**config.mk**
```make
export PLATFORM = sky130hd
export DESIGN_NAME = aoc_grid_solver
export DESIGN_NICKNAME = d
export VERILOG_FILES = /design/src/rtl/aoc_grid_solver.sv
export SDC_FILE = /design/constraint.sdc
export NUM_CORES = 1
export LEC_CHECK = 0
export ABC_AREA = 1
export BUFFER_PORTS_ARGS = -buffer_cell sky130_fd_sc_hd__buf_2
export CORE_UTILIZATION = 39
export DETAILED_ROUTE_END_ITERATION = 8
export GPL_TIMING_DRIVEN = 0
export PLACE_DENSITY = 0.6
export RECOVER_POWER = 100
export SETUP_SLACK_MARGIN = 0.05
export SYNTH_ARGS = -nofsm -noshare
export SYNTH_HDL_FRONTEND = slang
export SYNTH_SLANG_ARGS = --single-unit
```
**constraint.sdc**
```tcl
create_clock -name clock -period 7.8 [get_ports clock]
set_input_delay 1.95 -clock clock [delete_from_list [all_inputs] [get_ports clock]]
set_output_delay 1.95 -clock clock [all_outputs]
set_load 0.01 [all_outputs]
```
**src/rtl/aoc_grid_solver.sv**
```systemverilog
// aoc_grid_solver: GRID_W x GRID_H occupancy grid solver on a 4-bit register bus.
// Streams raster passes through a 3x3 window and counts occupied cells with fewer
// than THRESH occupied neighbours; mode 1 removes them and repeats until stable.
// Optional feature macro: AOC_SOLVER_IRQ_EN adds the irq output and STATUS bit2.
module aoc_grid_solver #(
   parameter int unsigned GRID_W = 10,
   parameter int unsigned GRID_H = 10,
   parameter int unsigned THRESH = 4,
   parameter int unsigned CNT_W  = 16
) (
   input  logic        clock,
   input  logic        clear,
   input  logic [3:0]  reg_addr,
   input  logic [31:0] reg_wdata,
   input  logic        reg_write_strobe,
   output logic [31:0] reg_rdata
`ifdef AOC_SOLVER_IRQ_EN
   ,
   output logic        irq
`endif
);

   localparam int unsigned N         = GRID_W * GRID_H;
   localparam int unsigned ADDR_W    = $clog2(N);
   localparam int unsigned PW        = $clog2(N + 1);
   localparam int unsigned KW        = $clog2(N + GRID_W + 1);
   localparam int unsigned CW        = $clog2(GRID_W);
   localparam int unsigned RW        = $clog2(GRID_H);
   localparam int unsigned SRW       = 2 * GRID_W + 2;
   localparam int unsigned LAST_FEED = N + GRID_W;

   typedef enum logic [2:0] {StIdle, StPass, StDrain, StCheck, StDone} state_e;

   state_e           state_q;
   logic             mode_q, done_q, removed_q;
   logic [CNT_W-1:0] count_q, passes_q;
   logic [PW-1:0]    ptr_q;
   logic [KW-1:0]    feed_q;
   logic [CW-1:0]    col_q;
   logic [RW-1:0]    row_q;
   logic [SRW-1:0]   sr_q;
   logic             grid_mem [N];

   logic             wr_ctrl, wr_addr, wr_data, start, ptr_ok, busy, idle_like;
   logic             in_bit, centre_vld, accessible, remove, done_rise, irq_bit;
   logic             has_l, has_r, has_u, has_d;
   logic [SRW:0]     win;
   logic [KW-1:0]    centre_idx;
   logic [3:0]       nsum;
   logic [31:0]      count_ext, passes_ext;
   logic             data_bit;
   logic             unused_wdata;

   assign unused_wdata = ^reg_wdata;

   // Bus decode and window taps; win[j] holds cell (feed - j), centre sits at j = GRID_W+1
   always_comb begin
      wr_ctrl    = reg_write_strobe && (reg_addr == 4'd0);
      wr_addr    = reg_write_strobe && (reg_addr == 4'd2);
      wr_data    = reg_write_strobe && (reg_addr == 4'd3);
      start      = wr_ctrl && reg_wdata[0];
      ptr_ok     = ptr_q < PW'(N);
      busy       = (state_q == StPass) || (state_q == StDrain) || (state_q == StCheck);
      idle_like  = (state_q == StIdle) || (state_q == StDone);
      in_bit     = (state_q == StPass) ? grid_mem[feed_q[ADDR_W-1:0]] : 1'b0;
      win        = {sr_q, in_bit};
      centre_vld = ((state_q == StPass) || (state_q == StDrain)) &&
                   (feed_q >= KW'(GRID_W + 1));
      centre_idx = feed_q - KW'(GRID_W + 1);
      has_l      = col_q != '0;
      has_r      = col_q != CW'(GRID_W - 1);
      has_u      = row_q != '0;
      has_d      = row_q != RW'(GRID_H - 1);
      nsum       = 4'(win[0] & has_d & has_r) +
                   4'(win[1] & has_d) +
                   4'(win[2] & has_d & has_l) +
                   4'(win[GRID_W] & has_r) +
                   4'(win[GRID_W + 2] & has_l) +
                   4'(win[2 * GRID_W] & has_u & has_r) +
                   4'(win[2 * GRID_W + 1] & has_u) +
                   4'(win[2 * GRID_W + 2] & has_u & has_l);
      accessible = centre_vld && win[GRID_W + 1] && (nsum < 4'(THRESH));
      remove     = accessible && mode_q;
      done_rise  = (state_q == StCheck) && !(mode_q && removed_q);
   end

   // Control FSM, counters, load pointer and the sliding window
   always_ff @(posedge clock or negedge clear) begin
      if (!clear) begin
         state_q   <= StIdle;
         mode_q    <= 1'b0;
         done_q    <= 1'b0;
         removed_q <= 1'b0;
         count_q   <= '0;
         passes_q  <= '0;
         ptr_q     <= '0;
         feed_q    <= '0;
         col_q     <= '0;
         row_q     <= '0;
         sr_q      <= '0;
      end else begin
         case (state_q)
            StIdle, StDone: begin
               if (start) begin
                  mode_q    <= reg_wdata[1];
                  count_q   <= '0;
                  passes_q  <= '0;
                  done_q    <= 1'b0;
                  removed_q <= 1'b0;
                  feed_q    <= '0;
                  col_q     <= '0;
                  row_q     <= '0;
                  sr_q      <= '0;
                  state_q   <= StPass;
               end else if (wr_addr) begin
                  ptr_q <= PW'(reg_wdata[ADDR_W-1:0]);
               end else if (wr_data && ptr_ok) begin
                  ptr_q <= ptr_q + 1'b1;
               end
            end
            StPass, StDrain: begin
               sr_q   <= win[SRW-1:0];
               feed_q <= feed_q + 1'b1;
               if (centre_vld) begin
                  if (col_q == CW'(GRID_W - 1)) begin
                     col_q <= '0;
                     row_q <= row_q + 1'b1;
                  end else begin
                     col_q <= col_q + 1'b1;
                  end
               end
               if (accessible) begin
                  if (count_q != {CNT_W{1'b1}}) count_q <= count_q + 1'b1;
                  if (mode_q) removed_q <= 1'b1;
               end
               if ((state_q == StPass) && (feed_q == KW'(N - 1))) state_q <= StDrain;
               if ((state_q == StDrain) && (feed_q == KW'(LAST_FEED))) state_q <= StCheck;
            end
            StCheck: begin
               if (passes_q != {CNT_W{1'b1}}) passes_q <= passes_q + 1'b1;
               if (mode_q && removed_q) begin
                  removed_q <= 1'b0;
                  feed_q    <= '0;
                  col_q     <= '0;
                  row_q     <= '0;
                  sr_q      <= '0;
                  state_q   <= StPass;
               end else begin
                  done_q  <= 1'b1;
                  state_q <= StDone;
               end
            end
            default: state_q <= StIdle;
         endcase
      end
   end

   // Grid RAM: host loads while idle, removals write back behind the read front
   always_ff @(posedge clock) begin
      if (wr_data && idle_like && ptr_ok) begin
         grid_mem[ptr_q[ADDR_W-1:0]] <= reg_wdata[0];
      end else if (remove) begin
         grid_mem[centre_idx[ADDR_W-1:0]] <= 1'b0;
      end
   end

`ifdef AOC_SOLVER_IRQ_EN
   logic irq_q;

   // Sticky interrupt; a coincident ack loses to the done rise
   always_ff @(posedge clock or negedge clear) begin
      if (!clear) begin
         irq_q <= 1'b0;
      end else if (done_rise) begin
         irq_q <= 1'b1;
      end else if (wr_ctrl && reg_wdata[2]) begin
         irq_q <= 1'b0;
      end
   end

   assign irq     = irq_q;
   assign irq_bit = irq_q;
`else
   logic unused_done_rise;
   assign unused_done_rise = done_rise;
   assign irq_bit          = 1'b0;
`endif

   // Combinational register read mux
   always_comb begin
      count_ext  = 32'(count_q);
      passes_ext = 32'(passes_q);
      data_bit   = ptr_ok ? grid_mem[ptr_q[ADDR_W-1:0]] : 1'b0;
      case (reg_addr)
         4'd1:    reg_rdata = {count_ext[15:0], 13'b0, irq_bit, busy, done_q};
         4'd3:    reg_rdata = {31'b0, data_bit};
         4'd4:    reg_rdata = count_ext;
         4'd5:    reg_rdata = passes_ext;
         default: reg_rdata = 32'b0;
      endcase
   end

endmodule

```
# Word level (Yosys, flattened, before mapping)
# Memories as Yosys holds them, arrays and structs flattened.
# Index checks and enable logic that the tools add are counted.
dict set report word_totals {
  register_bits 82
  latch_bits 0
  ramBits 100
  mem_bits_ro 0
  input_bits 39
  out_inout_bits 32
  memories 1
}
dict set report classes {
  addsub 14
  mul 0
  n_div 0
  n_lt_le_gt_ge 3
  n_eq_ne 26
  shifts 0
  muxes 45
  bitwise_logic 13
  reduce_logical 38
}
# memory depth word_bits rd rd_clocked_by_memory_dff wr line_no
set mem_list {}
lappend mem_list {grid_mem 100 1 2 0 1 42} ;# logic grid_mem [N];
# operator n
set op_table {}
lappend op_table {{one-hot mux 32 bit (4 select lines)} 1}
lappend op_table {{one-hot mux 22 bit (3 select lines)} 1}
lappend op_table {{2-to-1 mux 16 bit} 4}
lappend op_table {{one-hot mux 16 bit (2 select lines)} 2}
lappend op_table {{2-to-1 mux 22 bit} 2}
lappend op_table {{2-to-1 mux 7 bit} 5}
lappend op_table {{adder 16 x 1 -> 16 bit (second input constant)} 2}
lappend op_table {{inequality test 16 bit (second input constant)} 2}
lappend op_table {{2-to-1 mux 4 bit} 6}
lappend op_table {{one-hot mux 4 bit (3 select lines)} 2}
lappend op_table {{one-hot mux 7 bit (3 select lines)} 1}
lappend op_table {{adder 4 x 1 -> 4 bit} 4}
lappend op_table {{adder 7 x 1 -> 7 bit (second input constant)} 2}
lappend op_table {{== test 7 bit (second input constant)} 2}
lappend op_table {{logical AND 1 bit} 14}
lappend op_table {{2-to-1 mux 1 bit} 14}
lappend op_table {{inequality test 2 bit (second input constant)} 7}
lappend op_table {{bitwise AND 1 bit} 12}
lappend op_table {{2-to-1 mux 3 bit} 4}
lappend op_table {{AND reduction 3 bit} 4}
lappend op_table {{AND reduction 5 bit} 2}
lappend op_table {{one-hot mux 3 bit (3 select lines)} 1}
lappend op_table {{adder 4 x 1 -> 4 bit (second input constant)} 2}
lappend op_table {{== test 4 x 2 -> 1 bit (second input constant)} 2}
lappend op_table {{29 further kinds} 41}

# Longest topological paths before layout
dict set report depth {
  depth_word 19
  depth_mapped 34
}

# Worst setup path after synthesis
# Ideal clock, no wire load.
dict set report synth_timing {
  path_kind {reg-to-reg}
  startpoint {register feed_q[0]}
  endpoint {memory grid_mem[0], data pin}
  setup_ps 669
  t_arrival_ps 6135
  t_required_ps 7131
  path_slack_ps 996
  stages_incl_launch_ff 26
  path_buffers 2
  cell_sequence {dfrtp_1 -> clkbuf_1 -> clkbuf_1 -> nand2_1 -> o211ai_1 -> nand3_1 -> nand3_1 -> nand2_1 -> a21oi_1 -> nand2_1 -> nand2_1 -> nor2_1 -> fa_1 -> inv_1 -> fa_1 -> fa_1 -> inv_1 -> ha_1 -> nand2_1 -> nor2_1 -> nand3_1 -> nand2_1 -> nor2_4 -> nand2_4 -> inv_2 -> nor2_1}
}
dict set report synth_between {
  elab_chain_cells 19
}
# element line_no
set synth_lines {}
lappend synth_lines {{start: declaration} 38} ;# logic [KW-1:0] feed_q;
lappend synth_lines {{start signal: assignment} 123} ;# feed_q <= feed_q + 1'b1;
lappend synth_lines {{memory (100 x 1 bit)} --}
lappend synth_lines {{2-to-1 mux 1 bit} 65} ;# in_bit = (state_q == StPass) ? grid_mem[feed_q[ADDR_W-1:0]] : 1'b0;
lappend synth_lines {{bitwise AND 1 bit (2 in a row)} 74} ;# nsum = 4'(win[0] & has_d & has_r) +
lappend synth_lines {{adder 1 x 1 -> 2 bit} 74}
lappend synth_lines {{adder 2 x 1 -> 3 bit} 75} ;# 4'(win[1] & has_d) +
lappend synth_lines {{adder 3 x 1 -> 4 bit} 76} ;# 4'(win[2] & has_d & has_l) +
lappend synth_lines {{adder 4 x 1 -> 4 bit} 77} ;# 4'(win[GRID_W] & has_r) +
lappend synth_lines {{adder 4 x 1 -> 4 bit} 78} ;# 4'(win[GRID_W + 2] & has_l) +
lappend synth_lines {{(+2 left out)} --}
lappend synth_lines {{less-than comparator 4 x 3 -> 1 bit} 82} ;# accessible = centre_vld && win[GRID_W + 1] && (nsum < 4'(THRESH));
lappend synth_lines {{logical AND 1 bit (*)} 82}
lappend synth_lines {{logical AND 1 bit (*)} 83} ;# remove = accessible && mode_q;
lappend synth_lines {{2-to-1 mux 1 bit (*)} 162} ;# end else if (remove) begin
lappend synth_lines {{2-to-1 mux 1 bit (*)} 160} ;# if (wr_data && idle_like && ptr_ok) begin
lappend synth_lines {{2-to-1 mux 1 bit (implied by the code) (*)} 163} ;# grid_mem[centre_idx[ADDR_W-1:0]] <= 1'b0;
lappend synth_lines {{OR reduction 1 bit (no source line) (*)} --}
lappend synth_lines {{2-to-1 mux 1 bit (no source line) (*)} --}
lappend synth_lines {{end: declaration} 42}
# Mark *: on every way between the ends. The rest lies on a longest branch, timed or not.

# Worst setup path after layout
dict set report layout_timing {
  startpoint {register feed_q[0]}
  endpoint {memory grid_mem[35], enable pin}
}
dict set report layout_between {
  elab_chain_cells 19
}
# element line_no
set layout_lines {}
lappend layout_lines {{memory (100 x 1 bit)} --}
lappend layout_lines {{2-to-1 mux 1 bit} 65}
lappend layout_lines {{bitwise AND 1 bit (2 in a row)} 74}
lappend layout_lines {{adder 1 x 1 -> 2 bit} 74}
lappend layout_lines {{adder 2 x 1 -> 3 bit} 75}
lappend layout_lines {{adder 3 x 1 -> 4 bit} 76}
lappend layout_lines {{adder 4 x 1 -> 4 bit} 77}
lappend layout_lines {{adder 4 x 1 -> 4 bit} 78}
lappend layout_lines {{(+2 left out)} --}
lappend layout_lines {{less-than comparator 4 x 3 -> 1 bit} 82}
lappend layout_lines {{logical AND 1 bit} 82}
lappend layout_lines {{logical AND 1 bit} 83}
lappend layout_lines {{2-to-1 mux 1 bit} 162}
lappend layout_lines {{2-to-1 mux 1 bit} 160}
lappend layout_lines {{2-to-1 mux 1 bit (implied by the code)} 163}
lappend layout_lines {{OR reduction 1 bit (no source line)} --}
lappend layout_lines {{2-to-1 mux 7 bit (no source line) / 2-to-1 mux 1 bit (equally long branches)} --}
# Parallel ways exist; a longest one is shown, timed or not.

==> summary.txt <==
Clock tree
  • CTS tree: yes
  • Longest Clk Path Bufs: 2
  • TritonCTS Buffers: 17
  • Hold buffers post-CTS: 0
  • Clk slew on worst S/H paths: 0.07 ns
  • Clock sink count: 182
  • Clock latency on the worst-skew pair: 0.45 ns
  • Root buffer cell: clkbuf_16
  • CTS HTree Levels: 4
  • Post-CTS setup buffers: 0
  • Post-cts sizing count: 0

STA
  • Pins Over Slew Limit: 108
  • Crit share post-route: 0.884
  • Min Tclk post-route: 6.89 ns
  • Fin Hold WS: 0.483 ns
  • Worst-margin pin slew: 2.98 ns
  • Fmax: 145 MHz
  • Endpoints failing setup: 0
  • Final hold vios: 0
  • Unrepaired setup endpoints after global routing: false
  • Slew HR: -0.984
  • Fin worst setup slack: 0.907 ns
  • Clock Skew: roughly 0.013 ns

Flow run
  • Total of max-cap violations: 3

Finish
  • Most common cell after layout, fill and taps aside: nand2_1
  • Most frequent cells in the layout: 358 x nand2_1, 218 x nor2_1, 159 x inv_1
  • Design area: about 12,000 um2
  • Final std cells w/o fill: between 1,500 and 2,000
  • Syn-to-layout area delta: 11.3%
  • Antenna Cells: 0
  • Proportion of layout cells with a drive suffix above 1: 0.0555
  • Fillers: 2,796
  • Fin nets: 1,534

Placement
  • Placed cell count: 1,835
  • Post-place setup slack: ~1.4 ns
  • Placed cell areas: 11,600 um2
  • IO buf count: 45
  • RePlAce Congestion: 0.945
  • Dpl hpwl: 24.2 mm

Floorplanning
  • Full die area: 28,500 um2
  • Starting Density: 0.400
  • Core area: about 27,000 um2
  • Die width: 169 um
  • Die Y: 169 um
  • Boundary Pins: between 70 and 80
  • Row count: 60

Pwr
  • Clock power share: 0.233
  • Sw frac: 0.471
  • Internal power: roughly 2.0 mW
  • Combinational Power Share: 0.458
  • Sequential share of power: 0.310
  • Maximum vdd ir drop: 0.182 mV
  • Static Leak: 4.93 nW
  • Pwr Total: 3.81 mW
  • PwrDens: approximately 320 nW/um2
  • Switching pwr: between 1.5 and 2 mW

Yosys
  • Synth unique cells: 42
  • Syn nets: ~1,500
  • Register bit total from synthesis: 182
  • Number of synthesized flops with an enable pin: 100
  • Syn Area/Cell: 7.66 um2
  • Mapped cell area: about 11,000 um2
  • Register area share after synthesis: 0.466
  • Cell count after synthesis: 1,415
  • Ys async rst share: 0.451
  • Dominant synthesized flop cell: edfxtp_1
  • Synth warnings: 0

Outcome
  • Status: complete, but fails checks
  • Failing checks: capacitance limit, slew limit

Global route
  • Total track usage: 0.247
  • Largest net degree at the start of global routing: 53
  • Grt ovf: 0
  • Global-route wire length before repair: 53.4 mm
  • Initial antenna violation count: 0
  • Vias in the first global route: 9,629

Detailed routing
  • Vias per cell: ~5.3
  • Drt pass-1 iters: 5
  • Detail Route Antenna Nets: 0
  • Via count: around 10,000
  • DRT Wirelength: 34.2 mm
  • Wire per inst: about 18 um
  • Drc violations: 0
  • Number of DRC markers in iteration 0: 963

Setup path
  • Critical path class: reg -> reg
  • Required @ worst endpoint: 7.95 ns
  • Crit path largest cell delay: 0.55 ns
  • Maximum fanout along the worst path: 10
  • Data arrival time of the worst path: just over 7 ns
  • Critical path endpoint category: flop
  • Cell mode on critical path: nand2_1
  • Worst setup SP type: flop
  • Slowest cell on the critical path: clkbuf_1

Worst hold path
  • Hold Path Class: reg -> reg
-- power by group through the flow --
stage	clock network, mW	logic, mW	registers (mW)
global route	0.927	1.90	1.19
floorplan	0	1.15	1.17
CTS	0.897	1.73	1.18
finish	0.886	1.74	1.18
global placement	0	1.71	1.20
detailed placement	0	1.72	1.20
-- state kept, by name, indices dropped and copies added, names as in the netlist, 3 cells and up --
register / cells
grid_mem: 100
count_q: 16
row_q: 4
ptr_q: 7
feed_q: 7
sr_q: 22
col_q: 4
state_q: 3
passes_q: 16
-- cell usage after synthesis, types with 2 or more instances --
library cell | number | area (um2)
o21ai_1 | 3 | 15.0
o22ai_1 | 14 | 87.6
clkinv_1 | 3 | 11.3
buf_2 | 11 | 55.1
fa_1 | 3 | 60.1
o21ai_2 | 4 | 35.0
nand3_1 | 136 | 681
o31ai_1 | 7 | 52.6
nand2_2 | 14 | 87.6
a31oi_1 | 5 | 31.3
edfxtp_1 | 100 | 3000
nand2_1 | 346 | 1300
xor2_1 | 28 | 245
dfrtp_1 | 82 | 2050
inv_2 | 6 | 22.5
inv_1 | 159 | 597
nor2_2 | 2 | 12.5
o211ai_1 | 30 | 225
a22oi_1 | 2 | 15.0
nor3_1 | 14 | 70.1
nor4_1 | 3 | 18.8
a22o_1 | 16 | 140
xnor2_1 | 3 | 26.3
o21ai_4 | 3 | 48.8
ha_1 | 10 | 125
nand4_1 | 12 | 75.1
nor2_4 | 7 | 78.8
buf_1 | 4 | 15.0
clkbuf_1 | 48 | 180
nor2_1 | 217 | 815
a21oi_1 | 28 | 140
o21ai_0 | 85 | 425
-- worst max-delay path: cells and delay by family, from the launching register on --
| kind | cells | cell delay (ns) |
|---|---|---|
| adder cells (fa/ha/maj) | 4 | 1.68 |
| buffers and inverters | 6 | 1.85 |
| flip-flops | 1 | 0.42 |
| AND/OR/NAND/NOR | 22 | 2.62 |
-- worst paths after layout --
check	start	slack (ns)	cells after the start	to
min in group asynchronous	clear	1.91	1	row_q[1]$_DFFE_PN0P_
min	sr_q[0]$_DFFE_PN0P_	0.48	2	sr_q[0]$_DFFE_PN0P_
max reg2reg	feed_q[0]$_DFFE_PN0P_	0.91	32	grid_mem[35]$_DFFE_PP_
max	feed_q[0]$_DFFE_PN0P_	0.91	32	grid_mem[35]$_DFFE_PP_
min reg2reg	sr_q[0]$_DFFE_PN0P_	0.48	2	sr_q[0]$_DFFE_PN0P_
max in group asynchronous	clear	2.38	2	passes_q[13]$_DFFE_PN0P_
-- metrics by stage --
step | util | TNS, ns
after global routing | 0.445 | 0
after CTS | 0.450 | 0
after floorplan | - | 0
after global placement | 0.425 | -219.73
after detailed placement | 0.429 | 0
final | 0.445 | 0
-- layer usage --
| metal | global-route usage | share of wire | up-vias |
|---|---|---|---|
| li1 | - | - | 4763 |
| met1 | 0.305 | 0.41 | 4730 |
| met2 | 0.417 | 0.48 | 384 |
| met3 | 0.0475 | 0.066 | 93 |
| met4 | 0.117 | 0.040 | 0 |
| met5 | 0 | 0 | - |
-- logic make-up after synthesis --
| logic type | count (synthesis) | synth area share |
|---|---|---|
| adders and majority gates | 13 | 0.0171 |
| buffers and inverters | 232 | 0.0823 |
| DFF | 182 | 0.466 |
| xor gates and xnor gates | 31 | 0.0250 |
| AOI/OAI and AO/OA | 202 | 0.117 |
| and+or+nand+nor | 755 | 0.293 |
-- final cells by class --
type / instances / area (um2) / share of cell area
clock buffers: 17 / 425 / 0.0353
clock inverters: 15 / 160 / 0.0133
multi-input cells: 1001 / 4840 / 0.401
plain buffers: 64 / 254 / 0.0211
flip-flops and latches: 182 / 5050 / 0.419
repair buffers: 48 / 235 / 0.0195
well taps: 372 / 465 / 0.0386
inverters: 168 / 631 / 0.0523
Note: power is estimated with default switching activity, not from simulation.
